<file path="config.mk">
export PLATFORM = sky130hd
export DESIGN_NAME = scan_decoder
export DESIGN_NICKNAME = d
export VERILOG_FILES = /design/src/rtl/scan_decoder_pkg.sv /design/src/rtl/scan_prescaler.sv /design/src/rtl/scan_decoder.sv
export SDC_FILE = /design/constraint.sdc
export NUM_CORES = 1
export LEC_CHECK = 0
export CAP_MARGIN = 20
export CORE_MARGIN = 1
export CORE_UTILIZATION = 45
export CTS_BUF_LIST = sky130_fd_sc_hd__clkbuf_16
export DETAILED_ROUTE_END_ITERATION = 8
export PLACE_DENSITY_LB_ADDON = 0.1
export RECOVER_POWER = 50
export SLEW_MARGIN = 10
export SYNTH_ARGS = -nofsm -noshare
export SYNTH_HDL_FRONTEND = slang
export SYNTH_SLANG_ARGS = --single-unit
</file>
<file path="constraint.sdc">
create_clock -name clk -period 7.8 [get_ports clk]
set_input_delay 2.34 -clock clk [delete_from_list [all_inputs] [get_ports clk]]
set_output_delay 2.34 -clock clk [all_outputs]
set_load 0.02 [all_outputs]
</file>
<file path="src/rtl/scan_decoder_pkg.sv">
`timescale 1ns/1ps
`default_nettype none
// ============================================================================
// Module      : scan_decoder_pkg
// Description : Shared types and helpers for the scan decoder: FSM state
//               encoding and the decoder line encoding function.
//               No ports (package).
// Revision    : 1.0 - initial release
// ============================================================================
package scan_decoder_pkg;

    typedef enum logic [1:0] {
        ST_IDLE   = 2'd0,
        ST_DIRECT = 2'd1,
        ST_SCAN   = 2'd2
    } state_t;

    localparam int c_MAX_SEL_W = 6;
    localparam int c_MAX_OUT_W = 64;

    // Full-width line pattern for index idx; callers truncate to their width.
    function automatic logic [c_MAX_OUT_W-1:0] onehot(
        input logic [c_MAX_SEL_W-1:0] idx,
        input logic                   active_low
    );
        logic [c_MAX_OUT_W-1:0] w_line;
        w_line = {{(c_MAX_OUT_W-1){1'b0}}, 1'b1} << idx;
        return active_low ? ~w_line : w_line;
    endfunction

endpackage
`default_nettype wire

</file>
<file path="src/rtl/scan_prescaler.sv">
`timescale 1ns/1ps
`default_nettype none
// ============================================================================
// Module      : scan_prescaler
// Description : Programmable divider producing one tick every div+1 enabled
//               cycles. The count compares with >= so lowering div below the
//               running count ticks on the very next cycle.
// Ports       : clk  - clock
//               rst  - synchronous active-high reset
//               clr  - synchronous clear of the count (suppresses tick)
//               en   - count enable
//               div  - divide value (tick period = div+1)
//               tick - combinational tick, valid in the cycle it is due
// Revision    : 1.0 - initial release
// ============================================================================
module scan_prescaler #(
    parameter int DIV_W = 8
) (
    input  logic             clk,
    input  logic             rst,
    input  logic             clr,
    input  logic             en,
    input  logic [DIV_W-1:0] div,
    output logic             tick
);

    logic [DIV_W-1:0] r_count;
    logic             w_due;

    assign w_due = (r_count >= div);
    assign tick  = en && !clr && w_due;

    always_ff @(posedge clk) begin
        if (rst || clr) begin
            r_count <= '0;
        end else if (en) begin
            if (w_due) begin
                r_count <= '0;
            end else begin
                r_count <= r_count + DIV_W'(1);
            end
        end
    end

endmodule
`default_nettype wire

</file>
<file path="src/rtl/scan_decoder.sv">
`timescale 1ns/1ps
`default_nettype none
// ============================================================================
// Module      : scan_decoder
// Description : Registered N-to-2**N line decoder with direct-select and
//               auto-scan modes, programmable scan rate and direction.
// Ports       : clk      - clock (rising edge)
//               rst      - synchronous active-high reset
//               en_n     - active-low enable; high forces all lines inactive
//               mode     - 0 direct decode of sel, 1 auto-scan
//               sel      - direct select / scan load value
//               load     - scan-mode strobe copying sel into the index
//               dir      - scan direction, 0 up, 1 down
//               tick_div - scan steps once every tick_div+1 cycles
//               dec_out  - registered decoder lines (polarity per ACTIVE_LOW)
//               idx      - registered index currently decoded
//               active   - high when exactly one line is asserted
//               wrap     - one-cycle pulse when the scan index wraps
// Revision    : 1.0 - initial release
// ============================================================================
module scan_decoder
    import scan_decoder_pkg::*;
#(
    parameter int SEL_W      = 2,
    parameter int ACTIVE_LOW = 1,
    parameter int DIV_W      = 8
) (
    input  logic                    clk,
    input  logic                    rst,
    input  logic                    en_n,
    input  logic                    mode,
    input  logic [SEL_W-1:0]        sel,
    input  logic                    load,
    input  logic                    dir,
    input  logic [DIV_W-1:0]        tick_div,
    output logic [(2**SEL_W)-1:0]   dec_out,
    output logic [SEL_W-1:0]        idx,
    output logic                    active,
    output logic                    wrap
);

    localparam int               OUT_W      = 2**SEL_W;
    localparam logic [OUT_W-1:0] c_INACTIVE = (ACTIVE_LOW != 0) ? {OUT_W{1'b1}} : {OUT_W{1'b0}};
    localparam logic [SEL_W-1:0] c_IDX_MAX  = {SEL_W{1'b1}};

    state_t                  r_state;
    state_t                  w_next_state;
    logic                    w_scan;
    logic                    w_entry;
    logic                    w_load;
    logic                    w_clr;
    logic                    w_tick;
    logic [SEL_W-1:0]        w_idx_d;
    logic [c_MAX_SEL_W-1:0]  w_idx_ext;
    logic [OUT_W-1:0]        w_dec_d;
    logic                    w_active_d;
    logic                    w_wrap_d;

    // Next state and prescaler control. The state is re-decided every cycle
    // from en_n/mode; r_state only remembers it to detect SCAN entry.
    always_comb begin
        w_next_state = ST_IDLE;
        if (!en_n) begin
            w_next_state = mode ? ST_SCAN : ST_DIRECT;
        end
        w_scan  = (w_next_state == ST_SCAN);
        w_entry = w_scan && (r_state != ST_SCAN);
        w_load  = w_scan && load;
        // Outside SCAN the prescaler is held at zero, so entry restarts it.
        w_clr   = !w_scan || w_entry || w_load;
    end

    scan_prescaler #(
        .DIV_W (DIV_W)
    ) u_prescaler (
        .clk  (clk),
        .rst  (rst),
        .clr  (w_clr),
        .en   (w_scan),
        .div  (tick_div),
        .tick (w_tick)
    );

    // Next output values; a load has priority over a due step and never wraps.
    always_comb begin
        w_idx_d    = idx;
        w_active_d = 1'b0;
        w_wrap_d   = 1'b0;
        case (w_next_state)
            ST_DIRECT: begin
                w_idx_d    = sel;
                w_active_d = 1'b1;
            end
            ST_SCAN: begin
                w_active_d = 1'b1;
                if (w_load) begin
                    w_idx_d = sel;
                end else if (w_tick) begin
                    if (dir) begin
                        w_idx_d  = idx - SEL_W'(1);
                        w_wrap_d = (idx == '0);
                    end else begin
                        w_idx_d  = idx + SEL_W'(1);
                        w_wrap_d = (idx == c_IDX_MAX);
                    end
                end
            end
            default: begin
                w_idx_d = idx;
            end
        endcase

        w_idx_ext              = '0;
        w_idx_ext[SEL_W-1:0]   = w_idx_d;
        w_dec_d                = c_INACTIVE;
        if (w_active_d) begin
            w_dec_d = OUT_W'(onehot(w_idx_ext, ACTIVE_LOW != 0));
        end
    end

    always_ff @(posedge clk) begin
        if (rst) begin
            r_state <= ST_IDLE;
            idx     <= '0;
            dec_out <= c_INACTIVE;
            active  <= 1'b0;
            wrap    <= 1'b0;
        end else begin
            r_state <= w_next_state;
            idx     <= w_idx_d;
            dec_out <= w_dec_d;
            active  <= w_active_d;
            wrap    <= w_wrap_d;
        end
    end

endmodule
`default_nettype wire

</file>
==> metrics.txt, run 1 <==
run status completed; antenna violations before repair 0; share of post-route cells with drive strength above 1 6.82%; global route overflow 0; Final Total Pwr 0.225 mW; pwr dens 174 nW/um^2; Placer Congestion 0.771; ant diodes 0; Die H 48.5 microns; mapped cell area 972 sq um; final antenna-violating net count 0; syn_area_per_cell 9.09 sq um; CP Launch Type primary input; fillers 181; Layout Cells excl Fill 159; Post-synth EDFFs 0; Area growth syn-to-layout 32.7%; Critical Path RT 7.93 ns; drt wl/cell 11.7 microns; cell taking the most area after synthesis dfxtp_1; unrepaired setup endpoints after global routing false; CTS tree yes; final worst-path cycle share 64.9%; via count 805; most instantiated cells after synthesis 18 x dfxtp_1, 18 x nor2_1, 11 x inv_1; root buffer cell clkbuf_16; Die Area 2350 sq um; CTS buffer count 3; FF+latch area 360 sq um; Synth Register Bits 18; relative slew slack 25.3%; post-route setup TNS 0 ns; clock tree buffer depth 2; Setup WS post-layout 2.74 ns; Worst Setup End Kind register; Slew Limit Fails 0; Clock Skews 0.00199 ns; register area share after synthesis 37.1%; minimum clock period after layout 5.06 ns; Post-CTS Setup Bufs 0; Arrival @ worst endpoint 5.19 ns; P_leak 0.534 nW; Layout Nets 158; share of the synthesized area in the top cell type 37.1%; Distinct cells, synth 30; multi-input logic area 546 sq um; max_cap viols 0; core area 2000 sq um; Max H-tree Level 1; Clock transition at path regs 0.05 ns; Initial Util 48.6%; clock sink total 18; Area contributors post-synth dfxtp_1 37%, ha_1 12%, nor2_1 6.9%, xor2_1 6.3%, inv_1 4.2%; post-cts resize count 0; GR Util All Layers 17.8%; fmax 0.198 GHz; critical path fanouts, max 6; Clk Latency, worst-skew pair 0.25 ns; Most used DFF post-synth dfxtp_1; Worst Tran Pin Value 1.11 ns; Total Wirelength 1.86 mm; count of final setup violators 0; maximum vdd ir drop 0.178 mV; die width 48.5 microns; pin count of the biggest net entering global routing 11; PortBufs 23; worst min path class reg2reg; initial detailed-routing violation count 21; I/O pin total 24; DPL Wire Length 1.41 mm; type of the worst setup path in2reg; vias in the first global route 738; CTS Hold Bufs 0; global-route wire length before repair 3.15 mm; Synthesis Warnings 0; # rows 16; Post-synth ARST share 0%; # DRC 0; Cells after DPL 155; vias per cell 5.06; Hold Violations, Final 0; Post-Synthesis Cells 107; pre-CTS setup slack 3.09 ns; Post-Syn Nets 132; DR pass1 iterations 4
==> cell usage in the layout (no fill, tap or decap), drive strengths merged, types with 3 or more instances in the layout <==
master / count
clkdlybuf4s50: 13
dfxtp: 18
ha: 9
nand4: 5
xor2: 7
nand3: 5
nand2: 5
dlygate4sd3: 10
clkbuf: 3
nor2: 19
inv: 11
==> where the power goes <==
part | total, mW | internal (mW) | switching, mW
combinational | 0.0283 | 0.0151 | 0.0132
sequential | 0.0959 | 0.0944 | 0.00155
clock | 0.101 | 0.0681 | 0.0325
==> cells by family (layout without fill, tap and decap cells) <==
family / Yosys count / count (layout) / synth area share (%)
adder cells (fa/ha/maj): 9 / 9 / 11.6
AO/OA/AOI/OAI: 13 / 13 / 14.0
XOR/XNOR: 8 / 8 / 7.21
buffers and inverters: 13 / 38 / 5.02
flip-flops: 18 / 18 / 37.1
AND/OR/NAND/NOR: 46 / 46 / 25.1
==> registers in the layout (all words and copies together), names as in the netlist <==
name                 cells
r_state                  2
idx                      2
active                   1
wrap                     1
dec_out                  4
u_prescaler.r_count      8
==> per-layer routing <==
layer | part of all wire, % | track usage [%]
met2 | 43 | 27.0
met5 | 0 | 0
met3 | 6.1 | 7.23
met1 | 49 | 23.0
met4 | 1.9 | 5.88
==> stage by stage <==
step	utilization [%]	area, sq um	hold slack, ns
final	64.4	1290	0.542
after global routing	64.4	1290	0.569
after detailed placement	61.4	1230	0.534
after CTS	65.3	1310	0.545
after global placement	61.4	1230	0.504
after floorplan	-	972	0.483
==> path summary, 6_finish.rpt <==
kind | cells past startpoint | end | start | slack, ns
worst max-delay path | 8 | dec_out[3] | tick_div[7] | 2.74
worst min-delay path | 2 | u_prescaler.r_count[7] | u_prescaler.r_count[7] | 0.54
worst max register to register | 8 | dec_out[3] | u_prescaler.r_count[0] | 4.87
worst min register to register | 2 | u_prescaler.r_count[7] | u_prescaler.r_count[7] | 0.54
==> layout make-up <==
type	instances	area share (%)
clock buffer	3	5.82
clock inverter	1	0.291
inverter	11	3.20
multi-input combinational	76	42.3
sequential	18	27.9
tap	27	2.62
timing repair buffer	23	17.8
==> worst max-delay path: stages <==
cell           delay, ns
dlygate4sd3_1       0.52
inv_1               0.04
ha_1                0.31
nand4_1             0.12
o311ai_0            0.95
a2111oi_2           0.19
or3b_1              0.44
or2_2               0.28
No activity file was read; power rests on OpenSTA's default activity.
==> run 2: changes to the inputs <==
clock period = 5.05 ns   (was 7.8 ns; I/O delays follow)
==> metrics.txt, run 2 (synthesis gave the netlist of run 1 again) <==
pwr dens 266 nW/um^2 (+53%); CTS tree yes; clock tree buffer depth 2 (unchanged); core area 2000 sq um (unchanged); Layout Cells excl Fill 159 (unchanged); PortBufs 23 (unchanged); worst min path class reg2reg; # DRC 0 (unchanged); Clock Skews 0.00318 ns (+0.00119 ns); CP Launch Type primary input; Die Area 2350 sq um (unchanged); r2r startpoint u_prescaler.r_count[0]; run status completed; fmax 0.275 GHz; worst r2r path cells 8 (unchanged); worst hold start u_prescaler.r_count[7]; Placer Congestion 0.771 (about the same); Max H-tree Level 1 (unchanged); Layout Nets 158 (unchanged); CTS Hold Bufs 0 (unchanged); r2r setup slk 2.59 ns (-2.28 ns); Clk Latency, worst-skew pair 0.25 ns (about the same); antenna violations before repair 0 (unchanged); DPL Wire Length 1.44 mm (+1.8%); type of the worst setup path in2reg; placed cell area 1230 sq um (unchanged); drt wl/cell 11.6 microns (-0.86%); critical path fanouts, max 6 (unchanged); post-cts resize count 0 (unchanged); Die H 48.5 microns (unchanged); Area growth syn-to-layout 34.5%; largest registers u_prescaler.r_count: 8 flops, dec_out: 4 flops; maximum vdd ir drop 0.236 mV (+32%); max_cap viols 0 (unchanged); final antenna-violating net count 0 (unchanged); FF+latch area 360 sq um (unchanged); Final Total Pwr 0.348 mW (+55%); global route overflow 0 (unchanged); # rows 16 (unchanged); CTS buffer count 3 (unchanged); ant diodes 0 (unchanged); Arrival @ worst endpoint 3.76 ns (-1.43 ns); Total Wirelength 1.84 mm (-0.86%); GR Util All Layers 18.1% (+0.27 points); number of flip-flops under the largest register name 8 (unchanged); multi-input logic area 563 sq um (+3.2%); Clock transition at path regs 0.05 ns (about the same); clock sink total 18 (unchanged); Biggest register u_prescaler.r_count; hold path cells 2 (unchanged); Worst Setup End Kind register; relative slew slack 76.1% (+51 points); Worst Hold End u_prescaler.r_count[7]; pin count of the biggest net entering global routing 11 (unchanged); final instance area 1310 sq um (+1.4%); initial detailed-routing violation count 11 (-48%); P_leak 0.558 nW (+4.4%); Initial Util 48.6% (unchanged); count of final setup violators 0 (unchanged); unrepaired setup endpoints after global routing false; Slew Limit Fails 0 (unchanged); Post-CTS Setup Bufs 0 (unchanged); fillers 177 (-2.2%); most frequent cells in the layout 18 x nor2_1, 18 x dfxtp_1, 13 x clkdlybuf4s50_1; RR Endpoint dec_out[2]; post-route setup TNS 0 ns (unchanged); Cells after DPL 155 (unchanged); Hold Violations, Final 0 (unchanged); global-route wire length before repair 3.25 mm (+3.0%); vias in the first global route 766 (+3.8%); via count 808 (+0.37%); I/O pin total 24 (unchanged); DR pass1 iterations 4 (unchanged); die width 48.5 microns (unchanged); Critical Path RT 5.18 ns (-2.75 ns); root buffer cell clkbuf_16; fin util 65.3% (+0.87 points); vias per cell 5.08 (+0.37%); final worst-path cycle share 71.9%; share of post-route cells with drive strength above 1 7.58% (+0.76 points); Worst Tran Pin Value 0.358 ns (-0.748 ns); minimum clock period after layout 3.63 ns
[run 2: worst max-delay path, cell delays in order]
cell and delay (ns):
dlygate4sd3_1 0.52, inv_1 0.04, ha_1 0.29, nand4_1 0.17, o311ai_4 0.41, nand4_1 0.15
a31o_1 0.30, or3_1 0.37
[run 2: routing by layer]
metal  vias up  part of all wire [%]  routed length, microns  global-route usage [%]
li1        421                     -                       -                       -
met1       362                    49                     909                    23.4
met2        23                    44                     808                    28.4
met3         2                   6.0                     110                    5.97
met4         0                  0.60                      11                    5.88
met5         -                     0                       0                       0
[run 2: report_power, final]
group          internal [mW]  leakage [nW]  switching, mW
registers              0.146         0.146        0.00226
clock network          0.105        0.0385         0.0507
logic                 0.0234         0.373         0.0210
total                  0.274         0.558         0.0740
[run 2: stage by stage]
| step | hold WS, ns | worst slack [ns] |
|---|---|---|
| 2_1_floorplan | 0.483 | 1.67 |
| 3_3_place_gp | 0.504 | 1.20 |
| 3_5_place_dp | 0.534 | 1.17 |
| 4_1_cts | 0.545 | 1.42 |
| 5_1_grt | 0.569 | 1.17 |
| 6_report | 0.540 | 1.42 |
[run 2: final cells by class]
class,count,area share (%)
Sequential cell,18,27.6
Inverter,11,3.16
Timing Repair Buffer,23,17.6
Clock inverter,1,0.287
Tap cell,27,2.58
Clock buffer,3,5.74
Multi-Input combinational cell,76,43.1
[run 2: worst max-delay path by stage]
stage,from,end,slack (ns)
floorplan,tick_div[0],dec_out[2],1.67
global placement,tick_div[0],dec_out[2],1.20
detailed placement,tick_div[0],dec_out[2],1.17
CTS,tick_div[0],dec_out[2],1.42
global route,tick_div[5],dec_out[2],1.17
finish,tick_div[5],dec_out[2],1.42
==> variant, RTL diff (settings of run 2) <==
`DIV_W` is set to 8 in 2 places; all go to 6.
--- a/src/rtl/scan_prescaler.sv
+++ b/src/rtl/scan_prescaler.sv
@@ -14,7 +14,7 @@
 // Revision    : 1.0 - initial release
 // ============================================================================
 module scan_prescaler #(
-    parameter int DIV_W = 8
+    parameter int DIV_W = 6
 ) (
     input  logic             clk,
     input  logic             rst,
--- a/src/rtl/scan_decoder.sv
+++ b/src/rtl/scan_decoder.sv
@@ -23,7 +23,7 @@
 #(
     parameter int SEL_W      = 2,
     parameter int ACTIVE_LOW = 1,
-    parameter int DIV_W      = 8
+    parameter int DIV_W      = 6
 ) (
     input  logic                    clk,
     input  logic                    rst,
Interface: changed (resized tick_div); port bits go from 24 to 22. No check against the original RTL was run, so the function may have changed too.
==> variant against run 2 <==
- routed wire length shrank 17%
- clock power shrank 4%
- count of clock-buffer cells in the layout is the same
- synthesized cell count shrank 13%
- synthesized area shrank 13%
- sequential cell count shrank 2
- critical path depth is the same
- global-route usage shrank 1.1 points
- final area shrank 12%
- power shrank 7.6%
- setup slack gained 0.075 ns
- largest cell class unchanged
==> variant: results (changes against run 2) <==
** STA
- The worst slew margin relative to its limit came to 0.692 (-0.0685).
- Final setup skew :: 0.000569 ns (-0.00261 ns)

** Critical path
- The critical path ends at dec_out[3]$_SDFF_PP1_.
- Family with the most delay on the worst path :: simple AND/OR/NAND/NOR gates
- Setup slack on the worst flop-to-flop path :: 2.75 ns (+0.16 ns)

** Global routing
- The maximum number of pins on one net before global-route repair came to 14 (+3).
- The via count of the first global-routing pass is 576 (-25%).

** Placement
- The placement-stage worst setup slack is 1.29 ns (+0.117 ns).
- PortBufs :: 21 (-8.7%)
- The placer congestion estimate is 0.749 (-2.8%).

** Power
- Switch share :: 0.205 (-0.00750)
- Power dissipated in the clock network :: 149 uW (-4%)
- Maximum vdd ir drop :: 0.000225 V (-4.6%)
- The total leakage power is 0.459 nW (-18%).
- The combinational cell fraction of total power was 0.125 (-0.003).

** Layout
- The largest registers in the layout are u_prescaler.r_count (6), dec_out (4).
- Filler cell count in the final layout :: 167 (-5.6%)

** Detailed routing
- Average wire length per cell after detail routing :: 10.7 microns (-7.6%)
- Via/cell ratio :: 4.88 (-4.0%)
- The iteration-0 DRC count of the detailed router is 9 (-2).
- The vias after detailed routing is 693 (-14%).

** Yosys
- Total nets after synthesis :: 114 (-14%)
- The commonest cells after synthesis are 16 x sky130_fd_sc_hd__dfxtp_1, 15 x sky130_fd_sc_hd__nor2_1, 8 x sky130_fd_sc_hd__inv_1.
- Post-synthesis instance total :: 93 (-13%)
- The post-synthesis sequential area ratio was 0.377 (+0.00637).

** Outcome
- Result of the run :: finished, final reports clean
==> variant: final cells by class <==
type | count | area [sq um] | area share
multi-input combinational | 68 | 485 | 0.420
tap | 25 | 31.3 | 0.0271
sequential | 16 | 320 | 0.277
inverter | 8 | 30.0 | 0.0260
clock buffer | 3 | 75.1 | 0.0649
clock inverter | 1 | 3.75 | 0.00325
timing repair buffer | 21 | 210 | 0.182
==> variant: per-layer routing <==
layer / wire [microns] / GRT usage / up-vias
met1: 775 / 0.235 / 305
met3: 67 / 0.0595 / 2
met2: 663 / 0.246 / 14
met5: 0 / 0 / -
met4: 12 / 0.0545 / 0
li1: - / - / 372
==> variant: logic make-up (layout without fill, tap and decap cells) <==
group,Yosys count,after routing,share of synthesized area
adders and majority gates,7,7,0.103
xor gates and xnor gates,6,6,0.0619
AOI/OAI and AO/OA,12,12,0.127
DFF,16,16,0.377
buffers and inverters,9,33,0.0412
and+or+nand+nor,43,43,0.290
